**src/rtl/nios2_qsys_oci_dct_packer.sv**
```systemverilog
// rtl/nios2_qsys_oci_dct_packer.sv - packs 2-bit trace atoms into 30-bit frames of up to 15 atoms
// Optional feature macro: DCT_OVERFLOW_CNT_EN (adds the saturating dropped-atom counter dct_ovf_cnt)
module nios2_qsys_oci_dct_packer (
  input  logic        clk,
  input  logic        reset,
  input  logic        atm_valid,
  input  logic [1:0]  atm_data,
  input  logic        flush,
  input  logic        frm_ready,
  output logic        frm_valid,
  output logic [29:0] frm_data,
  output logic [3:0]  frm_count,
  output logic [29:0] dct_buffer,
`ifdef DCT_OVERFLOW_CNT_EN
  output logic [3:0]  dct_count,
  output logic [7:0]  dct_ovf_cnt
`else
  output logic [3:0]  dct_count
`endif
);

  logic [29:0] buf_q, buf_d;
  logic [3:0]  cnt_q, cnt_d;
  logic        frm_valid_q, frm_valid_d;
  logic [29:0] frm_data_q, frm_data_d;
  logic [3:0]  frm_count_q, frm_count_d;
  logic        flush_pend_q, flush_pend_d;
  logic        flush_req, want, hold_free, drop;
`ifdef DCT_OVERFLOW_CNT_EN
  logic [7:0]  ovf_q, ovf_d;
`endif

  // Request terms: a frame is wanted when full, or when a flush is outstanding on a non-empty buffer
  always_comb begin
    flush_req = flush | flush_pend_q;
    want      = (cnt_q == 4'd15) | (flush_req & (cnt_q != 4'd0));
    hold_free = ~frm_valid_q | frm_ready;
    drop      = want & ~hold_free & atm_valid & (cnt_q == 4'd15);
  end

  // Next-state for accumulator, holding register and pending flush
  always_comb begin
    buf_d        = buf_q;
    cnt_d        = cnt_q;
    frm_valid_d  = frm_valid_q;
    frm_data_d   = frm_data_q;
    frm_count_d  = frm_count_q;
    flush_pend_d = flush_pend_q;
    if (want & hold_free) begin
      // Transfer: a same-cycle atom starts the new buffer rather than joining the frame
      frm_data_d   = buf_q;
      frm_count_d  = cnt_q;
      frm_valid_d  = 1'b1;
      flush_pend_d = 1'b0;
      buf_d        = atm_valid ? {28'b0, atm_data} : 30'b0;
      cnt_d        = atm_valid ? 4'd1 : 4'd0;
    end else begin
      if (frm_valid_q & frm_ready) begin
        frm_valid_d = 1'b0;
      end
      if (want) begin
        // Holding register busy: keep the flush alive, append while room remains
        flush_pend_d = flush_req;
        if (atm_valid && (cnt_q != 4'd15)) begin
          buf_d = {buf_q[27:0], atm_data};
          cnt_d = cnt_q + 4'd1;
        end
      end else begin
        // Nothing to frame: a flush on an empty buffer is discarded
        flush_pend_d = 1'b0;
        if (atm_valid) begin
          buf_d = {buf_q[27:0], atm_data};
          cnt_d = cnt_q + 4'd1;
        end
      end
    end
  end

`ifdef DCT_OVERFLOW_CNT_EN
  // Saturating count of atoms lost while both accumulator and holding register are full
  always_comb begin
    ovf_d = ovf_q;
    if (drop && (ovf_q != 8'hFF)) begin
      ovf_d = ovf_q + 8'd1;
    end
  end

  // Overflow counter register, cleared only by reset
  always_ff @(posedge clk) begin
    if (reset) begin
      ovf_q <= 8'd0;
    end else begin
      ovf_q <= ovf_d;
    end
  end

  assign dct_ovf_cnt = ovf_q;
`else
  logic unused_drop;
  assign unused_drop = drop;
`endif

  // State registers with synchronous reset
  always_ff @(posedge clk) begin
    if (reset) begin
      buf_q        <= 30'b0;
      cnt_q        <= 4'd0;
      frm_valid_q  <= 1'b0;
      frm_data_q   <= 30'b0;
      frm_count_q  <= 4'd0;
      flush_pend_q <= 1'b0;
    end else begin
      buf_q        <= buf_d;
      cnt_q        <= cnt_d;
      frm_valid_q  <= frm_valid_d;
      frm_data_q   <= frm_data_d;
      frm_count_q  <= frm_count_d;
      flush_pend_q <= flush_pend_d;
    end
  end

  assign frm_valid  = frm_valid_q;
  assign frm_data   = frm_data_q;
  assign frm_count  = frm_count_q;
  assign dct_buffer = buf_q;
  assign dct_count  = cnt_q;

endmodule

```
**config.mk**
```make
export PLATFORM = sky130hd
export DESIGN_NAME = nios2_qsys_oci_dct_packer
export DESIGN_NICKNAME = d
export VERILOG_FILES = /design/src/rtl/nios2_qsys_oci_dct_packer.sv
export SDC_FILE = /design/constraint.sdc
export NUM_CORES = 1
export LEC_CHECK = 0
export CAP_MARGIN = 0
export CORE_MARGIN = 5
export CORE_UTILIZATION = 45
export DETAILED_ROUTE_END_ITERATION = 6
export GPL_TIMING_DRIVEN = 0
export PLACE_DENSITY = 0.77
export SLEW_MARGIN = 10
export SYNTH_ARGS = -nofsm -noshare
export SYNTH_HDL_FRONTEND = slang
export SYNTH_SLANG_ARGS = --single-unit
```
**constraint.sdc**
```tcl
create_clock -name clk -period 3.95 [get_ports clk]
set_clock_uncertainty 0.05 [all_clocks]
set_input_delay 0.79 -clock clk [delete_from_list [all_inputs] [get_ports clk]]
set_output_delay 0.79 -clock clk [all_outputs]
set_load 0.03 [all_outputs]
```
==> results of run 1 <==
final cells by class:
type | instances | area [µm²]
well taps | 72 | 90.1
multi-input cells | 228 | 1060
inverters | 3 | 11.3
repair buffers | 74 | 741
clock buffers | 10 | 128
flip-flops and latches | 70 | 1400
clock inverters | 5 | 75.1
fillers | 495 | 1920
plain buffers | 21 | 114
final timing paths:
path / from / endpoint / slack [ps] / cells after the start
max: dct_count[0] / dct_count[0] / 1620 / 1
min: frm_data[6] / frm_data[6] / 400 / 2
max reg2reg: dct_count[0] / dct_buffer[26] / 1820 / 8
min reg2reg: frm_data[6] / frm_data[6] / 400 / 2
flip-flops by register name (all words and copies together), names as in the netlist:
| name | cells |
|---|---|
| flush_pend_q | 1 |
| frm_data | 30 |
| frm_count | 4 |
| dct_count | 4 |
| frm_valid | 1 |
| dct_buffer | 30 |
cells in the mapped netlist:
cell | n | area (µm²)
nor2b_1 | 1 | 6.26
xnor2_1 | 2 | 17.5
o211ai_1 | 2 | 15.0
dfxtp_1 | 70 | 1400
nand2b_1 | 2 | 12.5
nor3_4 | 1 | 16.3
a21oi_1 | 66 | 330
inv_1 | 3 | 11.3
buf_2 | 7 | 35.0
o21a_1 | 1 | 7.51
xor2_1 | 1 | 8.76
buf_6 | 3 | 33.8
nand4_1 | 2 | 12.5
ha_1 | 2 | 25.0
nand4b_1 | 2 | 17.5
nor2b_2 | 1 | 8.76
and2_1 | 1 | 6.26
nand3_2 | 1 | 10.0
o21ai_2 | 1 | 8.76
nand2_1 | 132 | 495
clkbuf_1 | 10 | 37.5
nor2_1 | 4 | 15.0
a211oi_1 | 1 | 7.51
nand3_1 | 1 | 5.00
a21boi_0 | 1 | 7.51
nor3_1 | 1 | 5.00
buf_4 | 1 | 7.51
nor4_1 | 1 | 6.26
a211oi_2 | 1 | 12.5
metrics by stage:
stage	power (mW)	setup WS, ps	cells	util
4_1_cts	1.48	1610	483	0.653
3_3_place_gp	0.877	1330	468	0.616
5_1_grt	1.52	1460	483	0.653
3_5_place_dp	0.880	1280	468	0.616
6_report	1.46	1620	483	0.653
2_1_floorplan	0.830	2010	322	-
power by group through the flow:
stage          clock network [mW]  logic [mW]  registers [mW]
6_report                    0.596       0.141           0.724
5_1_grt                     0.643       0.152           0.725
4_1_cts                     0.610       0.141           0.724
3_5_place_dp                    0       0.139           0.740
3_3_place_gp                    0       0.137           0.740
2_1_floorplan                   0      0.0757           0.754
logic make-up (layout without fill, tap and decap cells):
kind of cell / count (synthesis) / count (layout) / synth area share
adders and majority gates: 2 / 2 / 0.00968
DFF: 70 / 70 / 0.542
buffers and inverters: 24 / 113 / 0.0484
and+or+nand+nor: 150 / 150 / 0.239
xor gates and xnor gates: 3 / 3 / 0.0102
AOI/OAI and AO/OA: 73 / 73 / 0.151
layer usage:
metal	track usage	up-vias	share of wire
met5	0	-	0
met4	0.0719	0	0.019
met3	0.0519	13	0.058
met2	0.313	77	0.49
met1	0.225	1138	0.44
li1	-	1219	-
==> impl_metrics.json, run 1 <==
{
  "drive_gt1_frac": 0.0730,
  "diodes": 0,
  "synth-seq-cells": 70,
  "path_buf_inv": 1,
  "layout_commonest_cell": "nand2_1",
  "power.share.combinational": 0.096,
  "fin_setup_tns_ps": 0,
  "ant_nets": 0,
  "slew_headroom": 0.659,
  "timing.final.crit_share": 0.589,
  "worstPathArrival_ps": 1490,
  "wirelength_um": 6690,
  "syn_area_mm2": 0.00258,
  "slowest_stage": "clkdlybuf4s50_1",
  "critical_path.cell_chain": "clkdlybuf4s50_1",
  "syn_area_per_cell_um2": 8.02,
  "synthToLayoutAreaGrowth_pct": 40.0,
  "htreeDepth": 3,
  "cts_buffers": 9,
  "cts_sinks": 70,
  "p_clk_frac": 0.408,
  "switching_share": 0.240,
  "min_period_ps": 2330,
  "hold_class": "flip-flop to flip-flop",
  "final_cell_area_mm2": 0.00362,
  "path_class": "flip-flop to primary output",
  "grt_start_max_net_pins": 12,
  "die_h_um": 85.8,
  "end_kind": "primary output",
  "fp.coreArea_mm2": 0.00554,
  "place_area_mm2": 0.00341,
  "switchingPower_mw": 0.351,
  "grt.total_usage": 0.186,
  "cts_setup_buffers": 0,
  "ios": 76,
  "cp.required_ps": 3110,
  "cts_resized": 0,
  "power.leakage_nw": 1.20,
  "cts_tree": "done",
  "p_seq_frac": 0.496,
  "clock_latency_ps": 330,
  "num_rows": 27,
  "peakVddDrop_uv": 239,
  "die_x_um": 85.8,
  "ys.warnings.count": 0,
  "grt_pass1_wl_um": 11000,
  "clkTransAtPathRegs_ps": 70,
  "drc": 0,
  "crit_path_start_kind": "flip-flop",
  "holdBufCountCts": 0,
  "max_freq_ghz": 0.430,
  "dpl.hpwl_um": 4750,
  "p_int_mw": 1.11,
  "dr_total_vias": 2447,
  "crit_fanout": 6,
  "grt.overflow.total": 0,
  "nets": 416,
  "drv_cap": 0,
  "crit_family": "buffers and inverters",
  "hold_slack_ps": 405,
  "max_stage_delay_ps": 720,
  "grt_pass1_vias": 2367,
  "gp_congestion": 0.767,
  "start_util": 0.466,
  "cts_buffer_depth": 2,
  "vias_per_cell": 5.07,
  "synth_nets": 331,
  "ys_seq_area_frac": 0.542,
  "wl_per_cell_um": 13.8,
  "yosys.cell_types.count": 29,
  "p_per_area_mw_per_mm2": 404,
  "dieArea_mm2": 0.00736,
  "syn_inst": 322,
  "drt-pass1-iter-count": 4,
  "antenna_found_initial": 0,
  "status": "finished, final reports clean",
  "setup_viol": 0,
  "tightest_slew_ps": 512,
  "rsz0062_at_grt": "no",
  "cts_root_buf": "clkbuf_8",
  "hold_viol_final": 0,
  "io_buffers": 74,
  "drt_iter0_drc": 106,
  "drv_slew": 0,
  "final_cell_mix": "132 x nand2_1, 74 x clkdlybuf4s50_1, 70 x dfxtp_1"
}
Power figures use the tool's default switching activity.
==> run 2: changes to the inputs <==
==> constraint.sdc (replaced) <==
create_clock -name clk -period 2.3 [get_ports clk]
set_clock_uncertainty 0.05 [all_clocks]
set_input_delay 0.46 -clock clk [delete_from_list [all_inputs] [get_ports clk]]
set_output_delay 0.46 -clock clk [all_outputs]
set_load 0.03 [all_outputs]
==> results of run 2 <==
Same layout as run 1 (identical final DEF). Status: finished, final reports clean.
Among the figures that moved: setup slack after placement 1280 ps -> -37.8 ps; setup slack after layout 1620 ps -> 169 ps; end point of the critical path dct_count[0] -> dct_buffer[26]; register-to-register setup slack 1820 ps -> 170 ps; total power 1.46 mW -> 2.51 mW; worst IR drop on VDD 239 µV -> 411 µV
==> run 3: changes to the inputs <==
--- a/config.mk
+++ b/config.mk
@@ -10,7 +10,7 @@
 export CORE_UTILIZATION = 45
 export DETAILED_ROUTE_END_ITERATION = 6
 export GPL_TIMING_DRIVEN = 0
-export PLACE_DENSITY = 0.77
+export PLACE_DENSITY = 0.85
 export SLEW_MARGIN = 10
 export SYNTH_ARGS = -nofsm -noshare
 export SYNTH_HDL_FRONTEND = slang
==> run 3 against run 2 <==
Net effect:
- combinational power about the same
- via count shrank 0.12%
- register-to-register slack better by 50 ps
- critical path type unchanged
- sequential power hardly changed
- first-iteration DRC count is 34% higher
- wire length up 1.0%
- utilization grew 0.32 points
==> impl_metrics.json, run 3 (synthesized netlist as in run 1, its figures left out) <==
{
  "drive_gt1_frac": 0.0779,
  "grt_pass1_wl_um": 11300,
  "crit_path_start_kind": "flip-flop",
  "timing.final.crit_share": 0.906,
  "reg2reg_from": "dct_count[0]",
  "power.leakage_nw": 1.20,
  "min_from": "frm_data[7]",
  "p_seq_frac": 0.489,
  "fin_setup_tns_ps": 0,
  "dieArea_mm2": 0.00736,
  "drv_slew": 0,
  "min_period_ps": 2080,
  "cts_root_buf": "clkbuf_8",
  "ant_nets": 0,
  "rsz0062_at_grt": "no",
  "hold_path_depth": 2,
  "drt-pass1-iter-count": 4,
  "htreeDepth": 3,
  "power.share.combinational": 0.095,
  "slew_headroom": 0.651,
  "place_area_mm2": 0.00341,
  "grt_pass1_vias": 2366,
  "final_cell_area_mm2": 0.00363,
  "gp_congestion": 0.855,
  "path_class": "flip-flop to flip-flop",
  "reg2reg_depth": 8,
  "cts_buffer_depth": 2,
  "die_h_um": 85.8,
  "cts_sinks": 70,
  "antenna_found_initial": 0,
  "min_to": "frm_data[7]",
  "n_fill_cell": 468,
  "dr_total_vias": 2444,
  "cp.required_ps": 2450,
  "grt.total_usage": 0.193,
  "fp.coreArea_mm2": 0.00554,
  "holdBufCountCts": 0,
  "tightest_slew_ps": 523,
  "cts_tree": "done",
  "grt.overflow.total": 0,
  "ios": 76,
  "worstPathArrival_ps": 2230,
  "hold_class": "flip-flop to flip-flop",
  "grt_start_max_net_pins": 13,
  "end_kind": "flip-flop",
  "place_inst": 468,
  "clkTransAtPathRegs_ps": 80,
  "drt_iter0_drc": 142,
  "nets": 416,
  "setup_ws_ps": 217,
  "diodes": 0,
  "vias_per_cell": 5.06,
  "drc": 0,
  "rr_endpoint": "frm_data[27]",
  "num_rows": 27,
  "p_per_area_mw_per_mm2": 700,
  "crit_fanout": 10,
  "status": "finished, final reports clean",
  "final_cell_mix": "132 x nand2_1, 74 x clkdlybuf4s50_1, 70 x dfxtp_1",
  "finalPower_mw": 2.55,
  "place_worst_setup_slack_ps": -41.7,
  "wl_per_cell_um": 14.0,
  "hold_viol_final": 0,
  "max_freq_ghz": 0.480,
  "layout_commonest_cell": "nand2_1",
  "drv_cap": 0,
  "cts_buffers": 9,
  "switching_share": 0.249,
  "r2r_slack_ps": 220,
  "io_buffers": 74,
  "setup_viol": 0,
  "p_int_mw": 1.91,
  "dpl.hpwl_um": 4850,
  "start_util": 0.466,
  "die_x_um": 85.8,
  "p_clk_frac": 0.416,
  "switchingPower_mw": 0.633,
  "synthToLayoutAreaGrowth_pct": 40.7,
  "peakVddDrop_uv": 433,
  "wirelength_um": 6760,
  "final_cells": 483,
  "clock_latency_ps": 340
}
run 3: cell count changes in the layout (fill, tap and decap cells not counted):
| cell | previous run | this run |
|---|---|---|
| nand2b_4 | 0 | 1 |
| clkbuf_1 | 11 | 10 |
| nand2b_1 | 2 | 1 |
| clkinvlp_4 | 0 | 1 |
| buf_2 | 7 | 6 |
| clkbuf_4 | 0 | 1 |
| clkinv_2 | 3 | 2 |
| inv_6 | 0 | 1 |
run 3: how the worst max path moves through the flow:
stage	start	endpoint	slack (ps)	depth (start not counted)
after CTS	dct_count[0]	dct_buffer[3]	210	8
after global routing	dct_count[0]	frm_data[27]	30	8
final	dct_count[0]	frm_data[27]	220	8
after floorplan	dct_count[0]	frm_data[20]	360	8
after global placement	flush	dct_count[2]	40	7
after detailed placement	flush	frm_data[27]	-40	7
run 3: per-stage QoR:
step	hold slack, ps	util
5_1_grt	428	0.656
2_1_floorplan	531	-
6_report	404	0.656
4_1_cts	408	0.654
3_3_place_gp	392	0.616
3_5_place_dp	398	0.616
run 3: repair_timing:
item,4_1_cts,5_1_grt
gates resized for setup,0,2
setup buffers,0,0
endpoints found under the setup margin,0,11
run 3: per-layer routing:
layer  vias to the layer above  global-route usage  routed length (µm)
li1                       1219                   -                   -
met1                      1134               0.234                2950
met2                        70               0.317                3250
met3                        21              0.0403                 361
met4                         0               0.106                 199
met5                         -                   0                   0
run 3: final cells by class:
cell class / instances / area, µm² / area share
buffer: 21 / 116 / 0.0320
timing repair buffer: 74 / 741 / 0.204
multi-input combinational: 228 / 1060 / 0.293
tap: 72 / 90.1 / 0.0248
clock inverter: 6 / 86.3 / 0.0238
sequential: 70 / 1400 / 0.386
inverter: 3 / 11.3 / 0.00310
clock buffer: 9 / 124 / 0.0341
run 3: critical path, cell delays in order (launching register included):
cell and delay [ps]:
dfxtp_1 470, inv_1 80, ha_1 200, nor2b_2 170, o21ai_2 220, nand3_2 260
clkbuf_1 300, nand2_1 140, a21oi_1 70
run 3: power groups by stage:
stage	logic [mW]	registers (mW)	clock network [mW]
floorplan	0.130	1.30	0
global route	0.266	1.25	1.12
global placement	0.233	1.27	0
finish	0.242	1.24	1.06
CTS	0.239	1.24	1.07
detailed placement	0.238	1.27	0
==> patch (flow settings as in run 2) <==
Build with the macro `DCT_OVERFLOW_CNT_EN` defined.
--- a/src/rtl/nios2_qsys_oci_dct_packer.sv
+++ b/src/rtl/nios2_qsys_oci_dct_packer.sv
@@ -2,2 +2,4 @@
 // Optional feature macro: DCT_OVERFLOW_CNT_EN (adds the saturating dropped-atom counter dct_ovf_cnt)
+`define DCT_OVERFLOW_CNT_EN
+
 module nios2_qsys_oci_dct_packer (
Behaviour (old outputs only; new: dct_ovf_cnt): unchanged (Yosys induction, for registers that start in step).
==> patch against run 2 <==
Routed wire length is 26% higher. Global-route usage grew 1.1 points. Synthesized area grew 20%. Sequential power rose by 10%. Sequential cell count rose by 8. Via count grew 27%. Synthesized cell count rose by 19%. Largest cell class unchanged. Maximum frequency down 3.0%. Worst setup slack got worse by 67 ps. Power grew 4.8%. Critical endpoint is now dct_ovf_cnt[5]$_SDFFE_PP0P_. Cell area up 18%. Worst hold slack improved by 20 ps.
==> patch: results <==
{
  "drtIter0Drc": 127,
  "antenna_cells": 0,
  "hold_end": "dct_buffer[28]$_SDFFE_PP0P_",
  "synth_top_cells_by_count": "78 x dfxtp_1, 71 x a21oi_1, 67 x nand2_1, 42 x nand3_1, 38 x o21ai_0",
  "dpl.cell_count": 545,
  "dr.pass1.iters": 4,
  "hp-class": "flip-flop to flip-flop",
  "wl_mm": 8.44,
  "synth_warnings": 0,
  "async_reset_ff_frac": 0,
  "post-dp-hpwl_mm": 5.92,
  "grt_pass1_wl_mm": 13.9,
  "power.static_leakage_nw": 1.37,
  "clk_pin_slew_ps": 80,
  "use_met2": 0.333,
  "irDropWorstVdd_mv": 0.324,
  "rrSetupSlack_ps": 100,
  "fin_nets": 485,
  "gp_congestion": 0.873,
  "hp-start": "dct_buffer[28]$_SDFFE_PP0P_",
  "cts_buffer_depth": 2,
  "met1_usage": 0.247,
  "netlist_top_cells_area": "dfxtp_1 50%, a21oi_1 11%, nand2_1 8.1%, nand3_1 6.8%, o21ai_0 6.1%",
  "nFillCells": 593,
  "seq_area_frac_synth": 0.502,
  "postCtsSetupBuffers": 0,
  "cp_max_fo": 10,
  "syn-num-nets": 393,
  "avgSynthCellArea_um2": 8.12,
  "drive_gt1_frac": 0.0729,
  "synth_cell_types": 39,
  "clk_latency_ps": 340,
  "hold_depth": 2,
  "grt_pass1_vias": 2986,
  "fin_cells": 560,
  "rr_startpoint": "dct_count[0]$_SDFFE_PP0P_",
  "numPortBuffers": 82,
  "use_met3": 0.0434,
  "arrival_ps": 2380,
  "status": "finished, final reports clean",
  "viasPerCell": 5.53,
  "hold_ws_ps": 425,
  "grt_start_max_net_pins": 14,
  "cts_buffers": 9,
  "grt_use_total": 0.197,
  "r2r_end": "dct_ovf_cnt[5]$_SDFFE_PP0P_",
  "r2r_cells": 6,
  "worst_pin_slew_ps": 499,
  "cts_max_level": 3
}
## patch: cell count changes in the layout (fill, tap and decap cells not counted), moves of 4 or more
cell	delta
clkdlybuf4s50_1	+8
clkbuf_1	+10
nand3_1	+41
a21oi_1	+5
o21ai_0	+38
dfxtp_1	+7
nor4_1	+5
buf_2	-4
nand2_1	-65
## patch: report_power, final
| part | switching (mW) | internal (mW) |
|---|---|---|
| Sequential | 0.0123 | 1.36 |
| Combinational | 0.151 | 0.0561 |
| Clock | 0.486 | 0.565 |
| Total | 0.649 | 1.98 |
## patch: timing repair
item / 4_1_cts / 5_1_grt
hold buffers: 0 / 0
resized for setup: 3 / 7
hold endpoints to repair: 0 / 0
setup endpoints to repair: 24 / 61
## patch: logic make-up after synthesis
kind of cell | count (synthesis) | share of synthesized area
adders and majority gates | 3 | 0.0121
DFF | 78 | 0.502
muxes | 2 | 0.00724
buffers and inverters | 34 | 0.0454
AOI/OAI and AO/OA | 125 | 0.220
and+or+nand+nor | 141 | 0.214
## patch: layer usage
layer | vias to the layer above | share of wire
li1 | 1534 | -
met3 | 17 | 0.056
met1 | 1453 | 0.45
met4 | 0 | 0.015
met2 | 94 | 0.48
met5 | - | 0
## patch: area by class of cell
| type | instances | area [um^2] | area share |
|---|---|---|---|
| clock buffer | 12 | 155 | 0.0365 |
| multi-input combinational | 271 | 1420 | 0.333 |
| tap | 80 | 100 | 0.0235 |
| buffer | 30 | 131 | 0.0309 |
| inverter | 3 | 11.3 | 0.00265 |
| clock inverter | 4 | 53.8 | 0.0127 |
| timing repair buffer | 82 | 821 | 0.193 |
| sequential | 78 | 1560 | 0.367 |
## patch: worst max path at each step
stage / from / to / slack [ps] / cells after the start
floorplan: dct_count[1]$_SDFFE_PP0P_ / dct_ovf_cnt[5]$_SDFFE_PP0P_ / 110 / 6
global placement: flush / dct_buffer[13]$_SDFFE_PP0P_ / -230 / 7
detailed placement: flush / dct_buffer[21]$_SDFFE_PP0P_ / -260 / 7
CTS: dct_count[1]$_SDFFE_PP0P_ / dct_ovf_cnt[5]$_SDFFE_PP0P_ / 50 / 6
global route: dct_count[0]$_SDFFE_PP0P_ / frm_data[18]$_SDFFE_PP0P_ / 10 / 8
finish: dct_count[0]$_SDFFE_PP0P_ / dct_ovf_cnt[5]$_SDFFE_PP0P_ / 100 / 6
## patch: critical path: stages, from the launching register on
cell     delay, ps
dfxtp_1        440
ha_2           270
nand2_1        100
or3_4          350
buf_6          150
nor4_1         360
mux2_2         380
## patch: metrics by stage
stage	cell area, um^2	setup WS [ps]
global placement	4030	-234
detailed placement	4030	-262
global route	4250	11.1
floorplan	3110	108
CTS	4250	45.3
finish	4250	102
